## src/rtl/peripheral_msi_arbiter_apb4_if.sv

```systemverilog
// Request/grant bundle between the masters of the MSI interconnect and one slave-port arbiter.
// Semantics: a master requests while mst_HSEL is high and mst_HTRANS is not IDLE; ownership only moves in a cycle with slv_HREADY high.
interface peripheral_msi_arbiter_apb4_if #(
  parameter int MASTERS = 5
);
  localparam int IDX_W = (MASTERS > 1) ? $clog2(MASTERS) : 1;

  logic [MASTERS-1:0]   mst_HSEL;
  logic [2*MASTERS-1:0] mst_HTRANS;
  logic [3*MASTERS-1:0] mst_priority;
  logic [MASTERS-1:0]   mst_HMASTLOCK;
  logic [MASTERS-1:0]   can_switch;
  logic                 slv_HREADY;
  logic [MASTERS-1:0]   granted_master;
  logic [IDX_W-1:0]     grant_idx;
  logic                 grant_change;

  // Requesting side: masters plus the slave's ready.
  modport master (
    output mst_HSEL, mst_HTRANS, mst_priority, mst_HMASTLOCK, can_switch, slv_HREADY,
    input  granted_master, grant_idx, grant_change
  );

  // Arbiter side.
  modport slave (
    input  mst_HSEL, mst_HTRANS, mst_priority, mst_HMASTLOCK, can_switch, slv_HREADY,
    output granted_master, grant_idx, grant_change
  );
endinterface

```

## src/rtl/peripheral_msi_arbiter_apb4.sv

```systemverilog
// Per-slave-port MSI arbiter: 3-bit priority with round-robin among equals, switching only at safe points.
// Optional starvation promotion is built when MSI_ARB_STARVATION_EN is defined.
module peripheral_msi_arbiter_apb4 #(
  parameter int MASTERS = 5,
  parameter int TIMEOUT = 15
) (
  input logic HCLK,
  input logic HRESET,
  peripheral_msi_arbiter_apb4_if.slave bus
);
  localparam int IDX_W = (MASTERS > 1) ? $clog2(MASTERS) : 1;

  logic [MASTERS-1:0] req;
  logic [3:0]         eff_prio [MASTERS];
  logic [3:0]         max_prio;
  logic               any_req;
  logic               window;
  logic               load;
  logic               found;
  logic [IDX_W-1:0]   pick_idx;

  logic [IDX_W-1:0]   own_idx;
  logic [MASTERS-1:0] own_onehot;
  logic               change_q;
  logic [IDX_W-1:0]   rr_ptr;

`ifdef MSI_ARB_STARVATION_EN
  localparam int WAIT_W = $clog2(TIMEOUT + 1);
  localparam logic [WAIT_W-1:0] WAIT_MAX = WAIT_W'(TIMEOUT);
  logic [WAIT_W-1:0] wait_cnt [MASTERS];
`endif

  always_comb begin
    for (int m = 0; m < MASTERS; m++) begin
      req[m]      = bus.mst_HSEL[m] & (bus.mst_HTRANS[2*m +: 2] != 2'b00);
      eff_prio[m] = {1'b0, bus.mst_priority[3*m +: 3]};
`ifdef MSI_ARB_STARVATION_EN
      // A starved master outranks every normal priority level.
      if (wait_cnt[m] == WAIT_MAX) eff_prio[m] = 4'd8;
`endif
    end
  end

  always_comb begin
    any_req  = |req;
    max_prio = 4'd0;
    for (int m = 0; m < MASTERS; m++) begin
      if (req[m] && (eff_prio[m] > max_prio)) max_prio = eff_prio[m];
    end
  end

  // Search starts just after the pointer and wraps, so the owner competes last among equals.
  always_comb begin
    int idx;
    pick_idx = own_idx;
    found    = 1'b0;
    idx      = 0;
    for (int k = 1; k <= MASTERS; k++) begin
      idx = int'(rr_ptr) + k;
      if (idx >= MASTERS) idx = idx - MASTERS;
      if (!found && req[idx] && (eff_prio[idx] == max_prio)) begin
        pick_idx = IDX_W'(idx);
        found    = 1'b1;
      end
    end
  end

  // A locked owner that still requests can never be preempted.
  assign window = bus.slv_HREADY &
                  (~req[own_idx] | (bus.can_switch[own_idx] & ~bus.mst_HMASTLOCK[own_idx]));
  assign load   = window & any_req;

  always_ff @(posedge HCLK) begin
    if (HRESET) begin
      own_idx    <= '0;
      own_onehot <= MASTERS'(1);
      change_q   <= 1'b0;
      rr_ptr     <= '0;
    end else if (load) begin
      own_idx    <= pick_idx;
      own_onehot <= MASTERS'(1) << pick_idx;
      change_q   <= (pick_idx != own_idx);
      rr_ptr     <= pick_idx;
    end else begin
      change_q   <= 1'b0;
    end
  end

`ifdef MSI_ARB_STARVATION_EN
  always_ff @(posedge HCLK) begin
    for (int m = 0; m < MASTERS; m++) begin
      if (HRESET) begin
        wait_cnt[m] <= '0;
      end else if (!req[m] || (own_idx == IDX_W'(m)) || (load && (pick_idx == IDX_W'(m)))) begin
        wait_cnt[m] <= '0;
      end else if (wait_cnt[m] != WAIT_MAX) begin
        wait_cnt[m] <= wait_cnt[m] + WAIT_W'(1);
      end
    end
  end
`endif

  assign bus.granted_master = own_onehot;
  assign bus.grant_idx      = own_idx;
  assign bus.grant_change   = change_q;
endmodule

```

## src/flat_wrapper.sv

```systemverilog
// flat-port wrapper written by rule: the top's interface ports become plain ports
module peripheral_msi_arbiter_apb4_flat 
#(
  parameter int MASTERS = 5,
  parameter int TIMEOUT = 15
)
  (HCLK, HRESET, bus_mst_HSEL, bus_mst_HTRANS, bus_mst_priority, bus_mst_HMASTLOCK, bus_can_switch, bus_slv_HREADY, bus_granted_master, bus_grant_idx, bus_grant_change);
  peripheral_msi_arbiter_apb4_if #(.MASTERS(MASTERS)) bus_i ();
  input logic HCLK;
  input logic HRESET;
  input wire logic [$bits(bus_i.mst_HSEL)-1:0] bus_mst_HSEL;
  input wire logic [$bits(bus_i.mst_HTRANS)-1:0] bus_mst_HTRANS;
  input wire logic [$bits(bus_i.mst_priority)-1:0] bus_mst_priority;
  input wire logic [$bits(bus_i.mst_HMASTLOCK)-1:0] bus_mst_HMASTLOCK;
  input wire logic [$bits(bus_i.can_switch)-1:0] bus_can_switch;
  input wire logic [$bits(bus_i.slv_HREADY)-1:0] bus_slv_HREADY;
  output wire logic [$bits(bus_i.granted_master)-1:0] bus_granted_master;
  output wire logic [$bits(bus_i.grant_idx)-1:0] bus_grant_idx;
  output wire logic [$bits(bus_i.grant_change)-1:0] bus_grant_change;
  assign bus_i.mst_HSEL = bus_mst_HSEL;
  assign bus_i.mst_HTRANS = bus_mst_HTRANS;
  assign bus_i.mst_priority = bus_mst_priority;
  assign bus_i.mst_HMASTLOCK = bus_mst_HMASTLOCK;
  assign bus_i.can_switch = bus_can_switch;
  assign bus_i.slv_HREADY = bus_slv_HREADY;
  assign bus_granted_master = bus_i.granted_master;
  assign bus_grant_idx = bus_i.grant_idx;
  assign bus_grant_change = bus_i.grant_change;
  peripheral_msi_arbiter_apb4 #(.MASTERS(MASTERS), .TIMEOUT(TIMEOUT)) u_core (.HCLK(HCLK), .HRESET(HRESET), .bus(bus_i));
endmodule
```

## config.mk

```make
export PLATFORM = sky130hd
export DESIGN_NAME = peripheral_msi_arbiter_apb4_flat
export DESIGN_NICKNAME = d
export VERILOG_FILES = /design/src/rtl/peripheral_msi_arbiter_apb4_if.sv /design/src/rtl/peripheral_msi_arbiter_apb4.sv /design/src/flat_wrapper.sv
export SDC_FILE = /design/constraint.sdc
export NUM_CORES = 1
export LEC_CHECK = 0
export ABC_CLOCK_PERIOD_IN_PS = 9700
export BUFFER_PORTS_ARGS = -buffer_cell sky130_fd_sc_hd__buf_2
export CAP_MARGIN = 15
export CORE_MARGIN = 4
export CORE_UTILIZATION = 54
export CTS_BUF_LIST = sky130_fd_sc_hd__clkbuf_16
export DETAILED_ROUTE_END_ITERATION = 8
export GPL_ROUTABILITY_DRIVEN = 0
export GPL_TIMING_DRIVEN = 0
export PLACE_DENSITY = 0.86
export SYNTH_ARGS = -nofsm -noshare
export SYNTH_HDL_FRONTEND = slang
export SYNTH_SLANG_ARGS = --single-unit
```

## constraint.sdc

```tcl
create_clock -name HCLK -period 9.7 [get_ports HCLK]
set_input_delay 1.94 -clock HCLK [delete_from_list [all_inputs] [get_ports HCLK]]
set_output_delay 1.94 -clock HCLK [all_outputs]
set_load 0.01 [all_outputs]
```

; ---- Word level (Yosys, flattened, before mapping)
; Cells that the tools add are included.
[word_totals]
regBits = 9
word_cells = 138
[classes]
addsub = 10
order_cmp = 21
eq_ne = 6
shift = 1
mux = 55
bitwise_logic = 17
n_reduce_logical = 25
[op_table]
columns = cell, count
row1 = $ge A32 B4 Y1 const B, 10
row2 = $lt A32 B5 Y1 const B, 5
row3 = $mux W32, 5
row4 = $not A32 Y32, 5
row5 = $sub A32 B4 Y32 const B, 5
row6 = $bmux W4 S3, 5
row7 = $mux W4, 10
row8 = $mux W3, 10
row9 = $bmux W1 S3, 8
row10 = $eq A4 B3 Y1, 5
row11 = $mux W1, 17
row12 = $logic_and A1 B1 Y1, 14
row13 = $gt A3 B3 Y1, 4
row14 = $reduce_bool A2 Y1, 5
row15 = $add A3 B2 Y4 const B, 2
row16 = $add A3 B3 Y4 const B, 2
row17 = $and A1 B1 Y1, 8
row18 = $reduce_or A5 Y1, 1
row19 = $shl A1 B3 Y5 const A, 1
row20 = $add A3 B1 Y4 const B, 1
row21 = $logic_not A1 Y1, 4
row22 = $lt A3 B4 Y1 const B, 1
row23 = $gt A3 B1 Y1 const B, 1
row24 = $ne A3 B3 Y1, 1
row25 = other kinds (3), 5

; ---- Logic depth before layout (Yosys ltp)
; Gate-level depths: netlist of run 1.
[depth]
ltp_word = 36
mapped_depth = 41

; ---- Worst setup path before layout of run 1
; Ideal clock, no wire load.
[synth_path]
path_kind = input to register
start = input port bus_mst_HTRANS[1]
end = register u_core.own_onehot[4], in the netlist u_core.bus.granted_master[4]
setup_ns = 0.070
arrival_time_ns = 9.174
required_time_ns = 9.630
slack_ns = 0.456
path_stages = 36
path_buffers = 2
cell_sequence = o21ai_1 -> nor2_1 -> inv_1 -> ha_1 -> nand3_1 -> and2_4 -> buf_6 -> nand2_1 -> a21oi_1 -> inv_1 -> ha_1 -> nor2b_1 -> nor3_1 -> o21ai_0 -> or3_1 -> and2_1 -> ha_1 -> a32oi_1 -> nand2_1 -> a31oi_1 -> o31a_1 -> nand2_1 -> ha_1 -> and2_1 -> a221o_1 -> buf_2 -> o221ai_1 -> xor2_1 -> a2111oi_0 -> a31oi_1 -> a21bo_2 -> and4bb_1 -> a311oi_1 -> a21o_1 -> or4_1 -> a21oi_1
[synth_via]
elab_chain_cells = 36
word_cells_on_any_way = 66
[synth_lines]
columns = item, line_no
row1 = "start, declared", flat_wrapper.sv:12  ; input wire logic [$bits(bus_i.mst_HTRANS)-1:0] bus_mst_HTRANS;
row2 = $reduce_bool A2 Y1 *, peripheral_msi_arbiter_apb4.sv:35  ; req[m] = bus.mst_HSEL[m] & (bus.mst_HTRANS[2*m +: 2] != 2'b00);
row3 = $and A1 B1 Y1 *, peripheral_msi_arbiter_apb4.sv:35
row4 = $logic_and A1 B1 Y1, peripheral_msi_arbiter_apb4.sv:48  ; if (req[m] && (eff_prio[m] > max_prio)) max_prio = eff_prio[m];
row5 = $mux W3, peripheral_msi_arbiter_apb4.sv:48
row6 = $gt A3 B3 Y1, peripheral_msi_arbiter_apb4.sv:48
row7 = $logic_and A1 B1 Y1, peripheral_msi_arbiter_apb4.sv:48
row8 = $mux W3, peripheral_msi_arbiter_apb4.sv:48
row9 = $gt A3 B3 Y1, peripheral_msi_arbiter_apb4.sv:48
row10 = [... 18 more ...], --
row11 = $mux W1, peripheral_msi_arbiter_apb4.sv:61  ; if (!found && req[idx] && (eff_prio[idx] == max_prio)) begin
row12 = $logic_not A1 Y1, peripheral_msi_arbiter_apb4.sv:61
row13 = $logic_and A1 B1 Y1 (2 in series), peripheral_msi_arbiter_apb4.sv:61
row14 = $mux W1, peripheral_msi_arbiter_apb4.sv:61
row15 = $logic_not A1 Y1, peripheral_msi_arbiter_apb4.sv:61
row16 = $logic_and A1 B1 Y1 (2 in series), peripheral_msi_arbiter_apb4.sv:61
row17 = $mux W3, peripheral_msi_arbiter_apb4.sv:61
row18 = $shl A1 B3 Y5, peripheral_msi_arbiter_apb4.sv:81  ; own_onehot <= MASTERS'(1) << pick_idx;
row19 = "end signal, assigned", peripheral_msi_arbiter_apb4.sv:81
row20 = "end, declared", peripheral_msi_arbiter_apb4.sv:23  ; logic [MASTERS-1:0] own_onehot;
; Every way passes the cells marked *; elsewhere a longest branch is shown, timed or not. The select of a mux whose other input is x is not followed.
; A chain may end at the register's enable or synchronous reset.

; ---- Worst setup path after layout of run 1
[layout_path]
start = input port bus_mst_HTRANS[0]
end = register u_core.own_onehot[4], in the netlist u_core.bus.granted_master[4]
; The elaborated chain is that of the path after synthesis.

==> metrics.md, run 1 <==
| Metric | Value |
|---|---|
| HP Class | `reg -> reg` |
| Clock sink total | `9` |
| # diodes | `0` |
| TritonRoute pass-1 iters | `9` |
| CTS tree | `done` |
| Synthesized flop and latch total | `9` |
| Largest net degree at the start of global routing | `13` |
| Final worst-path cycle share | `around 98%` |
| Endpoints failing setup | `0` |
| Non-filler instance count after layout | `658` |
| Status | `finished, final reports clean` |
| Std-Cell Rows | `29` |
| Req. time, crit path | `9.86 ns` |
| Vias in the first global route | `roughly 4400` |
| Worst-Skew Late Latency | `about 0.23 ns` |
| Routed wire length | `roughly 13 mm` |
| Post-place setup slack | `-1.141 ns` |
| H-tree levels | `1` |
| All-Layer GR Usage | `between 30% and 40%` |
| Hold Vio Cnt, Final | `0` |
| CTS Buffer Depth | `2` |
| Worst setup path category | `in -> reg` |
| Skew final | `0.0007643 ns` |
| Slew of the pin with the lowest slew margin | `slightly below 1 ns` |
| Clk root buf | `clkbuf_16` |
| DR iter-0 viols | `755` |
| Leak | `1.772 nW` |
| Layout cells sized above 1 | `a little over a fifth` |
| Post-Syn Area | `roughly 3600 µm²` |
| Vias/cell | `just over 7` |
| Worst hold path depth | `2` |
| Maxcap violations | `0` |
| Most frequent cells in the layout | `buf_2, nand2_1, nor2_1, a21oi_1, o21ai_0` |
| Syn_nets | `roughly 580` |
| Ys async rst share | `0%` |
| P&R area growth vs syn | `19.14%` |
| Critical Path AT | `just under 10 ns` |
| Worst slew margin | `between 30% and 40%` |
| Worst Setup Start Kind | `input port` |
| Sequential share of the synthesized area | `between 5 and 6%` |
| Yosys warnings | `0` |
| Core Util, Final | `between 60% and 70%` |
| Synth unique cells | `83` |
| Fin worst setup slack | `0.1970 ns` |
| Worst-path fanout max | `10` |
| Filler cell count | `525` |
| Fmax | `about 0.11 GHz` |
| Top_reg_cell synth | `dfxtp_1` |
| Inst Count DP | `approximately 640` |
| Wirelength per Cell | `between 20 and 25 µm` |
| Initial core utilization | `a little under three fifths` |
| Drt drc | `0` |
| Fin. max-slew vios | `0` |
| GR Overflow Total | `0` |
| Final min period | `9.503 ns` |
| Slowest stage delay, CP | `0.42 ns` |
| Die area | `8026 µm²` |
| Cts hold-fix bufs | `0` |
| DRT antenna net count | `0` |
| Nets | `~650` |
| Total CTS buffers | `3` |
| Initial antenna violation count | `0` |
| Register clock-pin slew on the reported worst setup and hold paths | `~0.040 ns` |
| Most common cell after layout, fill and taps aside | `buf_2` |
| Slowest-stage cell, CP | `or4_1` |
| CP endpoint kind | `register` |
| Mean post-synth cell area | `around 7.0 µm²` |
| Cell Pwr Density | `about 370 nW/µm²` |
| Core area | `~6400 µm²` |
| # port buffers | `between 40 and 50` |
| Worst r2r path cells | `17` |
| Worst IR Drop VDD | `just under 300 µV` |
| Vias | `approximately 4700` |
| Cells after synthesis | `between 500 and 600` |
| Die Ht | `about 90 µm` |
| First-pass GRT wire length | `slightly above 20 mm` |
| IO Pins | `52` |
| Die X | `between 80 and 90 µm` |
| Dpl hpwl | `9.839 mm` |
| Post-synth EDFFs | `0` |
[critical path: cells and delay by family]
| family | cells | cell delay (ns) |
|---|---|---|
| buf+inv | 5 | 0.69 |
| simple gates | 17 | 3.16 |
| compound gates | 13 | 2.94 |
| fa+ha+maj | 4 | 0.92 |
[state kept, by name, indices dropped and copies added (netlist names)]
signal / flops
u_core.bus.grant_idx: 3
u_core.bus.grant_change: 1
u_core.bus.granted_master: 5
[logic make-up after synthesis]
| group | synth area share, % |
|---|---|
| muxes | 12.22 |
| DFF | 5.012 |
| buffers and inverters | 6.335 |
| and+or+nand+nor | 29.24 |
| AOI/OAI and AO/OA | 36.30 |
| adders and majority gates | 7.518 |
| xor gates and xnor gates | 3.376 |
[area by class of cell]
cell class                      instances  area [µm²]  share of cell area [%]
Timing Repair Buffer                   63       352.8                   8.238
Inverter                               23       86.33                   2.016
Clock buffer                            3       75.07                   1.753
Clock inverter                          1       3.754                 0.08764
Sequential cell                         9       180.2                   4.207
Multi-Input combinational cell        452        3338                   77.94
Tap cell                               77       96.34                   2.249
Buffer                                 30       150.1                   3.506
[timing repair]
action,4_1_cts,5_1_grt
endpoints found under the hold margin,0,0
resized for setup,11,20
pin swaps,2,11
gates cloned,0,0
buffers inserted,3,12
endpoints found under the setup margin,9,9
[stage by stage]
step	area [µm²]	power [mW]	TNS [ns]	hold slack (ns)
floorplan	3595	1.058	0	0.4761
global placement	3931	1.303	-5.712	0.4430
detailed placement	3931	1.336	-7.990	0.4470
CTS	4085	1.434	0	0.4520
global route	4283	1.683	-0.4625	0.4733
finish	4283	1.598	0	0.4547
[final timing paths]
check                               startpoint                           end  slack, ns
setup / recovery             bus_mst_HTRANS[0]  u_core.bus.granted_master[4]       0.20
hold / removal    u_core.bus.granted_master[1]  u_core.bus.granted_master[1]       0.45
setup reg to reg       u_core.bus.grant_idx[0]  u_core.bus.granted_master[4]       3.71
hold reg to reg   u_core.bus.granted_master[1]  u_core.bus.granted_master[1]       0.45
[synthesized netlist by cell type, types with 5 or more instances]
cell type | number | area [µm²]
clkbuf_1 | 18 | 67.56
a31oi_1 | 9 | 56.30
a211oi_1 | 6 | 45.04
o211ai_1 | 12 | 90.09
inv_1 | 19 | 71.32
nand3b_1 | 8 | 60.06
a21o_1 | 6 | 45.04
o21a_1 | 8 | 60.06
or4_1 | 6 | 45.04
mux4_2 | 7 | 157.7
nand4_1 | 8 | 50.05
nor2b_1 | 9 | 56.30
dfxtp_1 | 9 | 180.2
o21ai_1 | 6 | 30.03
o221ai_1 | 7 | 61.31
a221oi_1 | 5 | 43.79
mux2i_1 | 21 | 210.2
nand2_1 | 52 | 195.2
mux2_2 | 5 | 56.30
nor4_1 | 5 | 31.28
ha_1 | 20 | 250.2
a21oi_1 | 33 | 165.2
xnor2_1 | 8 | 70.07
o31a_1 | 5 | 43.79
o21ai_0 | 30 | 150.1
and2_1 | 5 | 31.28
nand2b_1 | 7 | 43.79
nor3_1 | 17 | 85.08
nand3_1 | 19 | 95.09
buf_2 | 5 | 25.02
or3_1 | 5 | 31.28
nor2_1 | 41 | 153.9
[per-layer routing]
layer	share of wire, %	track usage (%)	wire length [µm]	vias up
li1	-	-	-	2122
met4	5.8	15.97	777	0
met2	44	52.06	5891	391
met1	36	40.33	4847	2140
met3	14	5.474	1882	95
met5	0	0	0	-
[where the power goes]
group | switching, mW | leakage (nW) | internal (mW)
Combinational | 0.871 | 1.66 | 0.591
Clock | 0.0169 | 0.0423 | 0.0538
Sequential | 0.0161 | 0.0732 | 0.0487
(Power assumes the default switching activity.)
==> run 2: changes to the inputs <==
--- a/config.mk
+++ b/config.mk
@@ -9,12 +9,12 @@
 export BUFFER_PORTS_ARGS = -buffer_cell sky130_fd_sc_hd__buf_2
 export CAP_MARGIN = 15
 export CORE_MARGIN = 4
-export CORE_UTILIZATION = 54
+export CORE_UTILIZATION = 40
 export CTS_BUF_LIST = sky130_fd_sc_hd__clkbuf_16
 export DETAILED_ROUTE_END_ITERATION = 8
 export GPL_ROUTABILITY_DRIVEN = 0
 export GPL_TIMING_DRIVEN = 0
-export PLACE_DENSITY = 0.86
+export PLACE_DENSITY = 0.68
 export SYNTH_ARGS = -nofsm -noshare
 export SYNTH_HDL_FRONTEND = slang
 export SYNTH_SLANG_ARGS = --single-unit
==> metrics.md, run 2 (synthesis gave the netlist of run 1 again) <==
| Metric | Value |
|---|---|
| Status | `finished, final reports clean` |
| CTS tree | `done` |
| FF+latch area | `approximately 180 µm²` |
| Final min period | `approximately 9.4 ns` |
| Crit path buf inv count | `5` |
| Non-filler instance count after layout | `approximately 690` |
| Most used cell along the critical path | `ha_1` |
| DR iter-0 viols | `between 600 and 700` |
| RSZ-0062 raised after global routing | `true` |
| Largest net degree at the start of global routing | `13` |
| Busiest grt layer | `met2` |
| Worst Hold Slack | `between 0.4 and 0.5 ns` |
| HP Class | `reg -> reg` |
| Slew of the pin with the lowest slew margin | `a little over 0.8 ns` |
| R2r endpoint | `u_core.bus.granted_master[4]` |
| Met2 Use GR | `42.20%` |
| Die Ht | `102.8 µm` |
| Most frequent cells in the layout | `buf_2, nand2_1, nor2_1, a21oi_1, o21ai_0` |
| Nets | `approximately 650` |
| Core area | `8721 µm²` |
| Maxcap violations | `0` |
| Drt drc | `0` |
| # diodes | `0` |
| First-pass GRT wire length | `between 20 and 25 mm` |
| Dpl hpwl | `between 10 and 15 mm` |
| Register clock-pin slew on the reported worst setup and hold paths | `around 0.040 ns` |
| Initial core utilization | `between 40% and 50%` |
| TritonRoute pass-1 iters | `5` |
| Slowest stage delay, CP | `0.44 ns` |
| Routed wire length | `~14 mm` |
| Clock sink total | `9` |
| Req. time, crit path | `just under 10 ns` |
| Worst-path fanout max | `10` |
| CP endpoint | `u_core.bus.granted_master[4]` |
| Worst reg2reg setup slack | `3.70 ns` |
| Initial antenna violation count | `0` |
| Clk root buf | `clkbuf_16` |
| Post-DP Area | `3970 µm²` |
| Layout cells sized above 1 | `between 20% and 30%` |
| Critical Path AT | `around 9.6 ns` |
| # port buffers | `48` |
| Worst r2r path cells | `17` |
| Cell area after layout | `around 4300 µm²` |
| Slowest-stage cell, CP | `a31oi_2` |
| Crit path max-delay family | `compound AO/OA/AOI/OAI gates` |
| Worst slew margin | `44.72%` |
| Wirelength per Cell | `between 20 and 25 µm` |
| Std-Cell Rows | `34` |
| Post-place setup slack | `-1.345 ns` |
| Reg-to-reg critical path startpoint | `u_core.bus.grant_idx[0]` |
| Fmax | `around 0.11 GHz` |
| All-Layer GR Usage | `between 20% and 30%` |
| Worst IR Drop VDD | `around 210 µV` |
| Worst setup path category | `in -> reg` |
| Most common cell after layout, fill and taps aside | `buf_2` |
| Routing usage on met1 | `between 30% and 40%` |
| Setup crit start | `bus_mst_HTRANS[0]` |
| Skew final | `~0.00042 ns` |
| Instance count on the critical path | `38` |
| Total CTS buffers | `3` |
| Worst-Skew Late Latency | `~0.23 ns` |
| Fin. max-slew vios | `0` |
| Inst Count DP | `670` |
| Final worst-path cycle share | `between 90% and 100%` |
| CP endpoint kind | `register` |
| IO Pins | `between 50 and 60` |
| Vias | `between 4000 and 5000` |
| Filler cell count | `roughly 860` |
| GR Overflow Total | `0` |
| Endpoints failing setup | `0` |
| H-tree levels | `1` |
| Met3 GRT Util | `3.451%` |
| Die X | `between 100 and 150 µm` |
| CTS Buffer Depth | `2` |
| Area occupied by multi-input gates | `3371 µm²` |
| Fin worst setup slack | `roughly 0.31 ns` |
| Vias in the first global route | `between 4000 and 5000` |
| Die area | `between 10000 and 15000 µm²` |
| Cell Pwr Density | `between 300 and 400 nW/µm²` |
| Tot Pwr | `about 1.6 mW` |
| Max reg flops | `5` |
| P&R area growth vs syn | `20.74%` |
| Hold Vio Cnt, Final | `0` |
| Worst Setup Start Kind | `input port` |
| Vias/cell | `around 6.8` |
| Leak | `between 1.5 and 2 nW` |
| DRT antenna net count | `0` |
-- run 2: routing by layer --
metal,up-vias,wire (µm)
met5,-,0
met4,0,639
met3,58,1532
met1,2153,5454
met2,339,6346
li1,2118,-
-- run 2: stage by stage --
step           setup TNS [ns]  utilization [%]
6_report                    0            49.77
5_1_grt              -0.07650            49.77
4_1_cts                     0            47.50
3_5_place_dp           -9.536            45.52
3_3_place_gp           -8.545            45.52
2_1_floorplan               0                -
-- run 2: what timing repair did --
action	CTS	global route
endpoints found under the hold margin	0	0
resized for setup	15	23
buffers inserted	2	12
pin swaps	1	11
hold buffers	0	0
setup endpoints to repair	9	9
-- run 2: worst min path at each step --
stage                            startpoint  depth (start not counted)  slack, ns                      endpoint
2_1_floorplan  u_core.bus.granted_master[4]                          2       0.48  u_core.bus.granted_master[4]
3_3_place_gp   u_core.bus.granted_master[1]                          2       0.45  u_core.bus.granted_master[1]
3_5_place_dp   u_core.bus.granted_master[1]                          2       0.45  u_core.bus.granted_master[1]
4_1_cts        u_core.bus.granted_master[2]                          2       0.46  u_core.bus.granted_master[2]
5_1_grt        u_core.bus.granted_master[2]                          2       0.48  u_core.bus.granted_master[2]
6_report       u_core.bus.granted_master[2]                          2       0.46  u_core.bus.granted_master[2]
-- run 2: layout make-up --
| type | instances | area share (%) |
|---|---|---|
| clock inverters | 1 | 0.08648 |
| well taps | 108 | 3.113 |
| flip-flops and latches | 9 | 4.151 |
| repair buffers | 62 | 7.956 |
| inverters | 23 | 1.989 |
| plain buffers | 30 | 3.315 |
| multi-input cells | 452 | 77.66 |
| clock buffers | 3 | 1.730 |
-- run 2: worst register-to-register path, stage by stage (launching register included) --
cell      delay [ns]
dfxtp_1         0.60
inv_2           0.19
clkbuf_1        0.34
ha_1            0.45
clkbuf_1        0.40
clkinv_1        0.41
xnor2_1         0.78
mux2_2          0.42
a31o_2          0.26
a22oi_1         0.18
o221ai_1        0.15
a221oi_1        0.25
o211ai_1        0.20
and4bb_2        0.39
a311oi_1        0.07
a21o_1          0.25
or4_1           0.42
a21oi_1         0.16
-- run 2: power by group --
part / internal [mW] / switching, mW
sequential: 0.0487 / 0.0141
combinational: 0.617 / 0.883
clock: 0.0538 / 0.0177
